[src/rtl/sync_err_ctrl_n.sv]
// Synchronization-error controller: latches error strobes, counts them per source,
// captures the first enabled event and sequences action outputs with optional auto-recovery.
module sync_err_ctrl_n #(
  parameter int NSRC = 8,
  parameter int NACT = 3,
  parameter int CNTW = 8,
  parameter int BXNW = 12,
  parameter int DLYW = 16
) (
  input  logic                 clock,
  input  logic                 global_reset,
  input  logic                 ttc_resync,
  input  logic                 sync_err_reset,
  input  logic [BXNW-1:0]      bxn,
  input  logic [NSRC-1:0]      err_src,
  input  logic [NSRC-1:0]      err_src_en,
  input  logic [NACT-1:0]      act_en,
  input  logic                 auto_clr_en,
  input  logic [DLYW-1:0]      auto_clr_dly,
  output logic                 sync_err,
  output logic [NSRC-1:0]      err_ff,
  output logic [NSRC*CNTW-1:0] err_cnt,
  output logic [NSRC-1:0]      first_err_mask,
  output logic [BXNW-1:0]      first_err_bxn,
  output logic [NACT-1:0]      sync_err_act,
  output logic [1:0]           fsm_state,
  output logic [7:0]           recover_cnt
);

  typedef enum logic [1:0] {
    IDLE    = 2'd0,
    LATCHED = 2'd1,
    ACTIVE  = 2'd2,
    RECOVER = 2'd3
  } state_t;

  state_t          state, state_nxt;
  logic [DLYW-1:0] dly_cnt, dly_cnt_nxt;
  logic            sync_err_nxt;
  logic [NACT-1:0] act_nxt;
  logic            capture, rec_inc;
  logic            sync_clr, sync_set;

  assign sync_clr  = ttc_resync | sync_err_reset;
  assign sync_set  = |(err_src & err_src_en);
  assign fsm_state = state;

  always_comb begin
    state_nxt    = state;
    dly_cnt_nxt  = dly_cnt;
    sync_err_nxt = sync_err;
    act_nxt      = sync_err_act;
    capture      = 1'b0;
    rec_inc      = 1'b0;
    case (state)
      IDLE: begin
        if (sync_set) begin
          sync_err_nxt = 1'b1;
          capture      = 1'b1;
          state_nxt    = LATCHED;
        end
      end
      LATCHED: begin
        act_nxt   = act_en;
        state_nxt = ACTIVE;
      end
      ACTIVE: begin
        act_nxt = act_en;
        if (auto_clr_en && (auto_clr_dly != '0)) begin
          dly_cnt_nxt = auto_clr_dly;
          state_nxt   = RECOVER;
        end
      end
      RECOVER: begin
        act_nxt = act_en;
        if (!auto_clr_en) begin
          state_nxt = ACTIVE;
        end else if (sync_set) begin
          dly_cnt_nxt = auto_clr_dly;
        // Leave on the decrement that would bring the counter to 1, so the
        // drop lands auto_clr_dly clocks after ACTIVE was entered.
        end else if (dly_cnt <= DLYW'(2)) begin
          state_nxt    = IDLE;
          sync_err_nxt = 1'b0;
          act_nxt      = '0;
          rec_inc      = 1'b1;
        end else begin
          dly_cnt_nxt = dly_cnt - DLYW'(1);
        end
      end
      default: state_nxt = IDLE;
    endcase
  end

  always_ff @(posedge clock or posedge global_reset) begin
    if (global_reset) begin
      state          <= IDLE;
      dly_cnt        <= '0;
      sync_err       <= 1'b0;
      sync_err_act   <= '0;
      first_err_mask <= '0;
      first_err_bxn  <= '0;
      recover_cnt    <= '0;
    end else if (sync_clr) begin
      state          <= IDLE;
      dly_cnt        <= '0;
      sync_err       <= 1'b0;
      sync_err_act   <= '0;
      first_err_mask <= '0;
      first_err_bxn  <= '0;
      recover_cnt    <= '0;
    end else begin
      state        <= state_nxt;
      dly_cnt      <= dly_cnt_nxt;
      sync_err     <= sync_err_nxt;
      sync_err_act <= act_nxt;
      if (capture) begin
        first_err_mask <= err_src & err_src_en;
        first_err_bxn  <= bxn;
      end
      if (rec_inc && (recover_cnt != 8'hFF))
        recover_cnt <= recover_cnt + 8'd1;
    end
  end

  // Flags and counters ignore the enables so VME sees every raw strobe.
  always_ff @(posedge clock or posedge global_reset) begin
    if (global_reset) begin
      err_ff  <= '0;
      err_cnt <= '0;
    end else if (sync_clr) begin
      err_ff  <= '0;
      err_cnt <= '0;
    end else begin
      err_ff <= err_ff | err_src;
      for (int i = 0; i < NSRC; i++) begin
        if (err_src[i] && (err_cnt[i*CNTW +: CNTW] != '1))
          err_cnt[i*CNTW +: CNTW] <= err_cnt[i*CNTW +: CNTW] + CNTW'(1);
      end
    end
  end

endmodule

[config.mk]
export PLATFORM = sky130hd
export DESIGN_NAME = sync_err_ctrl_n
export DESIGN_NICKNAME = d
export VERILOG_FILES = /design/src/rtl/sync_err_ctrl_n.sv
export SDC_FILE = /design/constraint.sdc
export NUM_CORES = 1
export LEC_CHECK = 0
export ABC_AREA = 1
export CORE_ASPECT_RATIO = 1.4
export CORE_MARGIN = 1.5
export CORE_UTILIZATION = 50
export CTS_CLUSTER_DIAMETER = 100
export DETAILED_ROUTE_END_ITERATION = 8
export PLACE_DENSITY = 0.81
export SYNTH_ARGS = -nofsm -noshare
export SYNTH_HDL_FRONTEND = slang
export SYNTH_SLANG_ARGS = --single-unit
[constraint.sdc]
create_clock -name clock -period 5.35 [get_ports clock]
set_clock_uncertainty 0.05 [all_clocks]
set_input_delay 0.8025 -clock clock [delete_from_list [all_inputs] [get_ports clock]]
set_output_delay 0.8025 -clock clock [all_outputs]
set_load 0.02 [all_outputs]
==> metrics.md <==
| Metric | Value |
|---|---|
| Final nets | 1,075 |
| Synth Flop Type | dfrtp_1 |
| Post_cts resized | 0 |
| P_leak | between 3 and 4 nW |
| Initial Utilization | between 50% and 60% |
| Detailed Route WL | 17,300 um |
| Asr flop ratio synth | 100% |
| Syn nets | a little over 900 |
| Max clock buf depth | 2 |
| Die Y-Extent | about 140 um |
| Fin. Hold Viols | 0 |
| Clk_lat worst skew | around 400 ps |
| DP Wirelength | between 10,000 and 15,000 um |
| Synthesized area per cell | 7.62 um^2 |
| Post-synth cell types | 31 |
| RSZ-0062 raised after global routing | false |
| Critical Path RT | approximately 5600 ps |
| PortBufs | ~160 |
| Hold Buf Count CTS | 0 |
| Die Wd | 98.9 um |
| Sw Pwr | between 600 and 700 uW |
| Antenna violations before repair | 0 |
| CP max-delay cell | clkdlybuf4s50_1 |
| Clock Root Buffer | clkbuf_16 |
| Slew HR | a little under half |
| Worst EP arrival | 3000 ps |
| Worst path cell trace | clkdlybuf4s50_1 > nand2_1 > nand2_1 > nor2_1 > nand2_2 > nor2_4 > inv_2 > nor2_4 > nand3_1 > nand2_1 > nand2_1 > nor2_1 |
| Final RePlAce weighted congestion | just under 0.9 |
| Layout cells sized above 1 | between 5 and 6% |
| Clock sink count | ~120 |
| TritonRoute pass-1 iters | 7 |
| Mapped Cells | 845 |
| Antenna Cells | 0 |
| Final worst slack | ~2600 ps |
| TritonCTS Buffers | 17 |
| Worst path most repeated cell | nand2_1 |
| DRC | 9 |
| CP Max Fanout | 17 |
| Synthesized flop and latch total | about 120 |
| First-pass GRT wire length | roughly 28,000 um |
| Synth warnings | 0 |
| Sequential-to-total area share from yosys stat | approximately 47% |
| Fin crit period | 2710 ps |
| DP Worst Slack | 2230 ps |
| Area of the multi-input gates | 0.00290 mm^2 |
| P_int | roughly 1.8 mW |
| Most frequent cells in the layout | nand2_1, clkdlybuf4s50_1, dfrtp_1, nor2_1, inv_1 |
| Kind of critical path | primary input to flip-flop |
| Vias in the first global route | 5,823 |
| Post-route cell area | 0.00874 mm^2 |
| Total die area | roughly 0.014 mm^2 |
| Number of vias per cell | approximately 5.3 |
| Fin util | between 70 and 80% |
| Routed Antenna Nets | 0 |
| Clock slew at reported path FFs | 60 ps |
| Clock share of power | roughly 50% |
| Status | complete, but fails checks |
| Cell Pwr Density | between 200 and 300 mW/mm^2 |
| All-Layer GR Usage | a little over a quarter |
| Final setup fails | 0 |
| Wire per inst | between 10 and 15 um |
| Post-synth EDFFs | 0 |
| Mapped cell area | 0.00644 mm^2 |
| Min Hold Slack | between 400 and 500 ps |
| Row count | between 40 and 50 |
| Crit path largest cell delay | 500 ps |
| GR Overflow Total | 0 |
| Largest net degree at the start of global routing | 64 |
| Area growth syn-to-layout | 35.8% |
| Fmax | 0.370 GHz |
| Postcts setup bufs | 0 |
| TritonCTS clock tree | done |
| H-tree depth | 4 |
| Core area | 0.0124 mm^2 |
| Setup TNS | 0 ps |
| Worst Tran Pin Value | around 810 ps |
| Failing checks | design-rule violations |
| HP Class | flip-flop to flip-flop |
| Sw Share | between 20% and 30% |
| Logic gate share of total power | 11.3% |
| Fin cells | roughly 1,200 |
| # IOs | about 160 |
| Tot Pwr | 2.41 mW |
| Drt initial violations | approximately 340 |
| Crit end category | flip-flop |
| Peak VDD IR | 0.000184 V |
| Ratio of final minimum period to clock period | approximately half |
| Slew Limit Fails | 0 |
| Flop pwr share | 40.1% |
| Placed inst area | ~0.0081 mm^2 |
| # fillers | 960 |
| Dpl cells | 1,139 |
| Commonest non-fill, non-tap cell in the layout | nand2_1 |
| Vias | around 6,000 |
| Max_cap viols | 0 |
| Register area | approximately 0.0031 mm^2 |
| Crit start category | primary input |
-- critical path: cells and delay by family --
| kind | cells | cell delay [ps] |
|---|---|---|
| and+or+nand+nor | 10 | 1460 |
| buffers and inverters | 2 | 730 |
-- cell type report --
class,instances,area share (%)
repair buffers,161,18.3
flip-flops and latches,122,34.9
multi-input cells,600,33.1
well taps,150,2.15
clock buffers,18,4.91
inverters,106,4.61
clock inverters,14,1.97
-- final timing paths --
check                      depth (start not counted)                            end  slack, ps                      from
setup / recovery                                  12     recover_cnt[3]$_DFFE_PP0P_       2640                err_src[0]
hold / removal                                     2            err_ff[5]$_DFF_PP0_        460       err_ff[5]$_DFF_PP0_
setup reg to reg                                   6  first_err_mask[3]$_DFFE_PP0P_       3180  fsm_state[1]$_DFFE_PP0P_
hold reg to reg                                    2            err_ff[5]$_DFF_PP0_        460       err_ff[5]$_DFF_PP0_
max in group asynchronous                          3        err_cnt[62]$_DFFE_PP0P_       3610              global_reset
min in group asynchronous                          2        err_cnt[21]$_DFFE_PP0P_        660              global_reset
-- cell families (layout without fill, tap and decap cells) --
kind of cell / Yosys count / count (layout) / share of synthesized area [%]
XOR/XNOR: 21 / 21 / 2.86
AND/OR/NAND/NOR: 435 / 435 / 28.6
AO/OA/AOI/OAI: 129 / 129 / 10.6
adder cells (fa/ha/maj): 15 / 15 / 2.92
buffers and inverters: 123 / 299 / 7.56
flip-flops: 122 / 122 / 47.4
-- power groups by stage --
stage	clock [mW]	combinational (mW)	sequential, mW
CTS	1.18	0.274	0.968
finish	1.17	0.272	0.968
detailed placement	0	0.271	0.983
global route	1.24	0.301	0.970
global placement	0	0.268	0.983
floorplan	0	0.136	1.00
-- Yosys cell counts (2+ instances only) --
cell type / n / share of area [%]
nor3_1: 24 / 1.9
nand2_1: 221 / 13
xnor2_1: 3 / 0.41
nor2_4: 6 / 1.0
inv_2: 3 / 0.17
o21ai_0: 62 / 4.8
o31ai_1: 4 / 0.47
nand4_1: 3 / 0.29
and3_1: 5 / 0.49
buf_2: 3 / 0.23
nor2_2: 2 / 0.19
clkbuf_1: 11 / 0.64
ha_1: 15 / 2.9
dfrtp_1: 122 / 47
nand2_2: 5 / 0.49
inv_1: 102 / 5.9
nand3_1: 58 / 4.5
xor2_1: 18 / 2.4
o22ai_1: 11 / 1.1
buf_6: 2 / 0.35
o21ai_1: 5 / 0.39
nor2_1: 105 / 6.1
or2_2: 5 / 0.49
a21oi_1: 43 / 3.3
-- per-layer routing --
layer	vias to the layer above	GRT usage, %	share of wire, %
li1	3025	-	-
met5	-	0	0
met4	0	7.62	1.2
met2	198	44.9	51
met3	21	7.26	6.9
met1	2925	31.9	41
-- flip-flops by register name (all words and copies together) (netlist names) --
signal,flops
dly_cnt,16
err_cnt,64
err_ff,8
first_err_bxn,12
first_err_mask,8
fsm_state,2
recover_cnt,8
sync_err,1
sync_err_act,3
No activity file was read; power rests on OpenSTA's default activity.
